## src/rtl/bus_arb_pkg.sv

```systemverilog
// rtl/bus_arb_pkg.sv - shared state type and defaults for the two-port bus arbiter
package bus_arb_pkg;

   typedef enum logic [1:0] {
      IDLE = 2'd0,
      BUSY = 2'd1,
      RESP = 2'd2
   } state_t;

   localparam int TIMEOUT_DEFAULT = 15;

endpackage

```

## src/rtl/mux_64_2_1.sv

```systemverilog
// rtl/mux_64_2_1.sv - two-input payload multiplexer (sel=0 picks a)
module mux_64_2_1 #(
   parameter int WIDTH = 64
) (
   input  logic [WIDTH-1:0] a,
   input  logic [WIDTH-1:0] b,
   input  logic             sel,
   output logic [WIDTH-1:0] y
);

   assign y = sel ? b : a;

endmodule

```

## src/rtl/bus_arbiter_2.sv

```systemverilog
// rtl/bus_arbiter_2.sv - round-robin arbiter granting one of two requesters a shared downstream port
module bus_arbiter_2
   import bus_arb_pkg::*;
#(
   parameter int WIDTH   = 64,
   parameter int TIMEOUT = TIMEOUT_DEFAULT
) (
   input  logic             clk,
   input  logic             reset,
   input  logic             req0,
   input  logic             req1,
   input  logic [WIDTH-1:0] pay0,
   input  logic [WIDTH-1:0] pay1,
   output logic             done0,
   output logic             done1,
   output logic             err,
   output logic [WIDTH-1:0] rdata_out,
   output logic             sel,
   output logic             dn_valid,
   output logic [WIDTH-1:0] dn_payload,
   input  logic             dn_ack,
   input  logic [WIDTH-1:0] dn_rdata
);

   localparam logic [7:0] TIMEOUT_CNT = 8'(TIMEOUT);

   state_t           state;
   state_t           state_next;
   logic             grant_next;
   logic             prio;
   logic             err_q;
   logic [7:0]       cnt;
   logic [7:0]       cnt_inc;
   logic [WIDTH-1:0] pay_mux;
   logic             req_any;

   assign req_any = req0 | req1;
   assign cnt_inc = cnt + 8'd1;

   // The mux follows the grant being decided this cycle so the payload latches with it.
   mux_64_2_1 #(.WIDTH(WIDTH)) u_pay_mux (
      .a   (pay0),
      .b   (pay1),
      .sel (grant_next),
      .y   (pay_mux)
   );

   // State register.
   always_ff @(posedge clk or posedge reset) begin
      if (reset) begin
         state <= IDLE;
      end else begin
         state <= state_next;
      end
   end

   // Next state and grant decision; prio names the requester that wins a tie.
   always_comb begin
      state_next = state;
      grant_next = sel;
      case (state)
         IDLE: begin
            if (req_any) begin
               grant_next = (req0 && req1) ? prio : req1;
               state_next = BUSY;
            end
         end
         BUSY: begin
            if (dn_ack || (cnt_inc == TIMEOUT_CNT)) begin
               state_next = RESP;
            end
         end
         RESP:    state_next = IDLE;
         default: state_next = IDLE;
      endcase
   end

   // Grant, payload, timeout counter, response data and round-robin pointer.
   always_ff @(posedge clk or posedge reset) begin
      if (reset) begin
         sel        <= 1'b0;
         prio       <= 1'b0;
         cnt        <= 8'd0;
         err_q      <= 1'b0;
         dn_payload <= '0;
         rdata_out  <= '0;
      end else begin
         case (state)
            IDLE: begin
               if (req_any) begin
                  sel        <= grant_next;
                  dn_payload <= pay_mux;
                  cnt        <= 8'd0;
               end
            end
            BUSY: begin
               if (dn_ack) begin
                  rdata_out <= dn_rdata;
                  err_q     <= 1'b0;
               end else begin
                  cnt <= cnt_inc;
                  if (cnt_inc == TIMEOUT_CNT) begin
                     rdata_out <= '0;
                     err_q     <= 1'b1;
                  end
               end
            end
            RESP: begin
               prio <= ~sel;
            end
            default: ;
         endcase
      end
   end

   assign dn_valid = (state == BUSY);
   assign done0    = (state == RESP) && !sel;
   assign done1    = (state == RESP) && sel;
   assign err      = (state == RESP) && err_q;

endmodule

```

## config.mk

```make
export PLATFORM = sky130hd
export DESIGN_NAME = bus_arbiter_2
export DESIGN_NICKNAME = d
export VERILOG_FILES = /design/src/rtl/bus_arb_pkg.sv /design/src/rtl/mux_64_2_1.sv /design/src/rtl/bus_arbiter_2.sv
export SDC_FILE = /design/constraint.sdc
export NUM_CORES = 1
export LEC_CHECK = 0
export CAP_MARGIN = 10
export CORE_ASPECT_RATIO = 1.1
export CORE_MARGIN = 2
export CORE_UTILIZATION = 35
export DETAILED_ROUTE_END_ITERATION = 8
export PLACE_DENSITY = 0.72
export SLEW_MARGIN = 20
export SYNTH_ARGS = -nofsm -noshare
export SYNTH_HDL_FRONTEND = slang
export SYNTH_SLANG_ARGS = --single-unit
```

## constraint.sdc

```tcl
create_clock -name clk -period 7.86 [get_ports clk]
set_clock_uncertainty 0.15 [all_clocks]
set_input_delay 0.786 -clock clk [delete_from_list [all_inputs] [get_ports clk]]
set_output_delay 0.786 -clock clk [all_outputs]
set_load 0.05 [all_outputs]
```

==> results of run 1 <==
stage by stage:
stage	instance area [um2]	hold WS, ps
after floorplan	5900	291
after global placement	9310	312
after detailed placement	9310	317
after CTS	9910	333
after global routing	9910	358
final	9910	334
layer usage:
metal | wire (um) | global-route usage
met2 | 10100 | 0.373
met5 | 0 | 0
met1 | 7360 | 0.255
met4 | 568 | 0.0862
met3 | 1040 | 0.0470
worst register-to-register path, cell delays in order, from the launching register on:
cell and delay [ps]:
dfrtp_1 450, ha_1 320, or3_1 160, nand2_1 60, a22o_4 260, a31oi_4 140, buf_4 560, a22o_1 290
registers in the layout, summed over array words and instances, names as in the netlist:
name	flops
rdata_out	64
dn_payload	64
sel	1
cnt	8
prio	1
err_q	1
state	2
cell usage after synthesis, drive strengths merged:
| master | number | area share |
|---|---|---|
| nand2 | 9 | 0.0057 |
| o31ai | 3 | 0.0038 |
| nor2 | 74 | 0.047 |
| buf | 21 | 0.024 |
| mux2i | 64 | 0.11 |
| nand2b | 3 | 0.0032 |
| a21o | 2 | 0.0025 |
| o21ai | 11 | 0.0093 |
| nor3 | 1 | 0.00085 |
| o21a | 1 | 0.0013 |
| clkbuf | 16 | 0.010 |
| and2 | 3 | 0.0032 |
| a22o | 65 | 0.098 |
| a21oi | 67 | 0.057 |
| nand3 | 8 | 0.0076 |
| and3 | 1 | 0.0011 |
| dfrtp | 141 | 0.60 |
| or3 | 1 | 0.0011 |
| xnor2 | 1 | 0.0015 |
| inv | 5 | 0.0032 |
| ha | 2 | 0.0042 |
| nor2b | 3 | 0.0032 |
| o22ai | 1 | 0.0011 |
| a31oi | 1 | 0.0036 |
| and2b | 1 | 0.0013 |
worst max path at each step:
stage | depth (start not counted) | startpoint | slack [ps] | endpoint
after floorplan | 1 | reset | 3140 | cnt[0]
final | 3 | state[0] | 4930 | done0
after global placement | 6 | req0 | 4800 | dn_payload[34]
after CTS | 3 | state[0] | 4890 | done0
after detailed placement | 6 | req0 | 4730 | dn_payload[3]
after global routing | 3 | state[0] | 4850 | done0
layout make-up:
cell class                 count  share of cell area
multi-input combinational    322               0.219
tap                          204              0.0257
inverter                       5             0.00240
clock buffer                  20              0.0461
clock inverter                12              0.0138
sequential                   141               0.356
timing repair buffer         334               0.337
cells by family (layout without fill, tap and decap cells):
group                    after synthesis  after routing  share of synthesized area
AO/OA/AOI/OAI                        151            151                      0.176
flip-flops                           141            141                      0.598
AND/OR/NAND/NOR                      104            104                     0.0742
multiplexers                          64             64                      0.109
buffers and inverters                 42            371                     0.0375
adder cells (fa/ha/maj)                2              2                    0.00424
XOR/XNOR                               1              1                    0.00148
power by group through the flow:
stage | registers (mW) | logic, mW | clock network [mW]
finish | 1.25 | 2.65 | 0.807
global route | 1.29 | 2.78 | 0.859
global placement | 1.24 | 2.62 | 0
CTS | 1.25 | 2.67 | 0.825
detailed placement | 1.26 | 2.67 | 0
floorplan | 2.36 | 0.628 | 0
cells in the final DEF, fill, tap and decap left out, drive strengths merged, types with 9 or more instances in the layout:
cell type,count
a22o,65
a21oi,67
clkbuf,20
o21ai,11
dfrtp,141
mux2i,64
nor2,74
clkdlybuf4s50,329
nand2,9
==> flow_summary.rst, run 1 <==
.. list-table::
   :header-rows: 1

   * - Metric
     - Value
   * - Post-Layout Cell Count
     - 1038
   * - Net Count, Synth
     - 704
   * - Leakage power
     - 4.49 nW
   * - Synth cell types
     - 31
   * - Synthesized instance count
     - 505
   * - CTS tree
     - done
   * - Critical path capture point type
     - output pin
   * - Worst Hold Launch
     - prio
   * - Number of max-slew violations in the final report
     - 0
   * - Run status
     - finished, final reports clean
   * - VDD IR max
     - 0.000236 V
   * - R2R cell count
     - 7
   * - Pin count of the biggest net entering global routing
     - 119
   * - Total negative slack for setup checks
     - 0 ps
   * - Antenna violations before repair
     - 0
   * - Worst relative slew slack
     - 0.320
   * - Critical path cell sequence
     - nand2b_1 > nor2_1 > clkdlybuf4s50_1
   * - Clock transition at the registers of the reported paths
     - 60 ps
   * - Number of maximum-capacitance constraint violations
     - 0
   * - Critical Path RT
     - 6920 ps
   * - Combinational power share
     - 0.564
   * - Buffer levels on the longest clock path
     - 2
   * - Unrepaired setup endpoints after global routing
     - no
   * - Total power per unit cell area
     - 475 nW/um2
   * - Synthesized area
     - 5900 um2
   * - Overall Global Routing Usage
     - 0.214
   * - Number of top-level design ports
     - 330
   * - Setup CP Type
     - flop to output pin
   * - Worst Hold Path Cells
     - 1
   * - IO Port Bufs
     - 329
   * - Number of global-route vias before repair
     - 5423
   * - Mean area per synthesized cell
     - 11.7 um2
   * - DIE WIDTH
     - 128 um
   * - Buffers and inverters on the worst path
     - 1
   * - First-iteration detailed-routing DRC count
     - 284
   * - Internal Pwr Total
     - 2.46 mW
   * - Utilization after layout
     - 0.603
   * - Destination of the worst register-to-register timing path
     - rdata_out[30]
   * - H-tree levels
     - 4
   * - Critical path fanouts, max
     - 4
   * - Worst Hold Endpoint
     - prio
   * - Starting density of the core
     - 0.359
   * - Detailed-route via count
     - 5218
   * - # placed instances
     - 1006
   * - Count of synthesis-stage warnings from yosys
     - 0
   * - Final Cycle Share
     - 0.373
   * - Share of synthesized area occupied by flip-flops and latches
     - 0.598
   * - Number of buffers inserted for hold repair after clock tree synthesis
     - 0
   * - Gate family responsible for the most delay along the worst path
     - buffers and inverters
   * - Area added between synthesis and finish
     - 67.9%
   * - Highest achievable clock rate
     - 341 MHz
   * - GPL Wtd Cong
     - 0.826
   * - Footprint of the multi-input gates
     - 2170 um2
   * - Setup crit start kind
     - flop
   * - Setup-failing EPs final
     - 0
   * - CTS buffer count
     - 17
   * - Antenna diode count
     - 0
   * - DP HPWL
     - 14.0 mm
   * - Flop pwr share
     - 0.265
   * - DRT Pass-1 Iters
     - 4
   * - Count of state elements after synthesis
     - 141
   * - Startpoint of the worst register-to-register path
     - cnt[0]
   * - Slowest cell on the critical path
     - clkdlybuf4s50_1
   * - Number of nets at the end of the flow
     - 1020
   * - Std-Cell Core Area
     - 16400 um2
   * - Slack of the critical path
     - 4930 ps
   * - Die height
     - 140 um
   * - Hold Crit Class
     - flop to flop
   * - Total DRC errors in the routed layout
     - 0
   * - Total detailed-routing wirelength
     - 19.1 mm
   * - Resize count post-CTS
     - 0
   * - Number of endpoints with negative hold slack in the final report
     - 0
   * - Share of post-route cells with drive strength above 1
     - 0.0516
   * - Worst slack after detailed placement
     - 4730 ps
   * - Register-to-Register Setup Slack
     - 5390 ps
   * - Worst slew pin tran
     - 1020 ps
   * - Switching power as a share of total power
     - 0.477
   * - Part of the total power dissipated in the clock network
     - 0.171
   * - Slowest stage delay, CP
     - 830 ps
   * - Area enclosed by the die boundary
     - 17900 um2
   * - Rows
     - 49
   * - Post-detailed-route via-to-cell ratio
     - 5.03
   * - Setup repair bufs after CTS
     - 0
   * - Wire length of the first global-routing pass
     - 29.7 mm
   * - Fill cell total of the finished layout
     - 1345
   * - Remaining global-route overflow
     - 0
   * - Min Clock Period, post-route
     - 2930 ps
   * - Clock insertion delay at the later pin of the skew report
     - 420 ps
   * - Total design power
     - 4.71 mW
   * - Switching power total
     - 2.24 mW
   * - Crit path DAT
     - 2000 ps
   * - Reg area
     - 3530 um2
   * - Wire per inst
     - 18.4 um
   * - Cell at the root of the clock tree
     - clkbuf_16
   * - Sinks on Clock Net
     - 141
   * - Final ANT Viol Nets
     - 0
Power figures use the tool's default switching activity.
==> run 2: changes to the inputs <==
==> constraint.sdc (replaced) <==
create_clock -name clk -period 2.82 [get_ports clk]
set_clock_uncertainty 0.15 [all_clocks]
set_input_delay 0.282 -clock clk [delete_from_list [all_inputs] [get_ports clk]]
set_output_delay 0.282 -clock clk [all_outputs]
set_load 0.05 [all_outputs]
==> run 2 against run 1 <==
Via count down 0.38%; sequential power rose to 2.8 times the previous value; global-route usage down 0.64 points; sequential cell count unchanged; setup slack worse by 4600 ps; largest cell class unchanged; sequential share of layout area down 0.15 points; die area unchanged; routed wire length down 0.67%.
==> flow_summary.rst, run 2 (synthesis results as in run 1) <==
.. list-table::
   :header-rows: 1

   * - Metric
     - Value
   * - Remaining global-route overflow
     - 0
   * - Detailed-route via count
     - 5198
   * - Critical path capture point type
     - flop
   * - Most frequent cells in the layout
     - clkdlybuf4s50_1, dfrtp_1, nor2_1
   * - Number of buffers inserted for hold repair after clock tree synthesis
     - 0
   * - Starting density of the core
     - 0.359
   * - Area added between synthesis and finish
     - 68.6%
   * - Share of post-route cells with drive strength above 1
     - 0.0584
   * - Area enclosed by the die boundary
     - 17900 um2
   * - Total negative slack for setup checks
     - 0 ps
   * - Number of maximum-capacitance constraint violations
     - 0
   * - Number of global-route vias before repair
     - 5308
   * - Slack of the critical path
     - 311 ps
   * - Cell at the root of the clock tree
     - clkbuf_16
   * - Post-route standard cell area excluding fillers
     - 9950 um2
   * - Setup CP Type
     - flop to flop
   * - First-iteration detailed-routing DRC count
     - 247
   * - CTS buffer count
     - 17
   * - Total power per unit cell area
     - 1310 nW/um2
   * - Hold Crit Class
     - input pin to async pin
   * - DRT Pass-1 Iters
     - 5
   * - Setup crit start kind
     - flop
   * - Total DRC errors in the routed layout
     - 0
   * - CTS tree
     - done
   * - Number of endpoints with negative hold slack in the final report
     - 0
   * - Antenna violations before repair
     - 0
   * - Worst slack after detailed placement
     - 402 ps
   * - Crit path DAT
     - 2700 ps
   * - Clock insertion delay at the later pin of the skew report
     - 420 ps
   * - Rows
     - 49
   * - Die height
     - 140 um
   * - Commonest non-fill, non-tap cell in the layout
     - clkdlybuf4s50_1
   * - Resize count post-CTS
     - 0
   * - Fill cell total of the finished layout
     - 1344
   * - Unrepaired setup endpoints after global routing
     - no
   * - Worst relative slew slack
     - 0.534
   * - Largest regs
     - dn_payload: 64 flops, rdata_out: 64 flops, cnt: 8 flops
   * - Utilization after layout
     - 0.606
   * - DP HPWL
     - 14.1 mm
   * - Number of top-level design ports
     - 330
   * - Antenna diode count
     - 0
   * - Critical Path RT
     - 3010 ps
   * - Clock transition at the registers of the reported paths
     - 70 ps
   * - Leakage power
     - 4.51 nW
   * - Pin count of the biggest net entering global routing
     - 113
   * - Number of nets at the end of the flow
     - 1025
   * - Run status
     - finished, final reports clean
   * - Setup repair bufs after CTS
     - 0
   * - Final ANT Viol Nets
     - 0
   * - Std-Cell Core Area
     - 16400 um2
   * - Final Cycle Share
     - 0.890
   * - Highest achievable clock rate
     - 398 MHz
   * - Min Clock Period, post-route
     - 2510 ps
   * - Critical path fanouts, max
     - 65
   * - Post-detailed-route via-to-cell ratio
     - 4.98
   * - Total detailed-routing wirelength
     - 19.0 mm
   * - H-tree levels
     - 4
   * - Wire length of the first global-routing pass
     - 28.6 mm
   * - GPL Wtd Cong
     - 0.828
   * - Setup-failing EPs final
     - 0
   * - IO Port Bufs
     - 329
   * - Worst slew pin tran
     - 699 ps
   * - Sinks on Clock Net
     - 141
   * - Buffer levels on the longest clock path
     - 2
   * - Area after DPL
     - 9400 um2
   * - Overall Global Routing Usage
     - 0.207
   * - Wire per inst
     - 18.2 um
   * - DIE WIDTH
     - 128 um
   * - Number of max-slew violations in the final report
     - 0
   * - VDD IR max
     - 0.000657 V
## run 2: cell types whose count changed in the layout (fill, tap and decap cells not counted)
cell,change
buf_12,+4
buf_4,+3
buf_6,-2
bufinv_16,-2
clkbuf_1,-1
clkbuf_8,-2
clkinv_2,-1
clkinv_8,+1
clkinvlp_4,+2
inv_6,+3
## run 2: routing by layer
metal	part of all wire	vias to the layer above	wire (um)	GRT usage
met3	0.066	30	1260	0.0569
met4	0.021	0	391	0.0735
met5	0	-	0	0
li1	-	2448	-	-
met2	0.53	222	10100	0.374
met1	0.38	2498	7230	0.234
## run 2: final cells by class
type                    instances  area [um2]  share of cell area
well taps                     204         255              0.0256
flip-flops and latches        141        3530               0.354
multi-input cells             322        2170               0.218
clock buffers                  17         425              0.0427
clock inverters                15         130              0.0131
inverters                       5        22.5             0.00226
repair buffers                339        3420               0.343
## run 2: metrics by stage
step | total power [mW] | hold WS (ps) | instances
4_1_cts | 13.1 | 206 | 1043
3_3_place_gp | 10.8 | 303 | 1011
5_1_grt | 13.6 | 225 | 1043
3_5_place_dp | 11.0 | 331 | 1011
6_report | 13.0 | 187 | 1043
2_1_floorplan | 8.32 | 272 | 505
## run 2: path summary, 6_finish.rpt
kind | start | end | slack [ps] | depth (start not counted)
max | cnt[0] | rdata_out[48] | 310 | 7
min | reset | rdata_out[3] | 190 | 3
max reg2reg | cnt[0] | rdata_out[48] | 310 | 7
min reg2reg | prio | prio | 340 | 1
max in group asynchronous | reset | dn_payload[14] | 1980 | 3
min in group clk | dn_rdata[25] | rdata_out[25] | 310 | 2
## run 2: report_power, final
group	switching [mW]	leakage, nW	internal, mW
Clock	0.934	0.266	1.15
Sequential	0.534	1.67	2.95
Combinational	4.87	2.57	2.58
## run 2: worst max-delay path: stages (launching register included)
cell and delay [ps]:
dfrtp_1 440, ha_1 310, nor2b_1 190, a21oi_1 130, o21ai_1 150, a31oi_4 200
buf_4 570, a22o_1 280
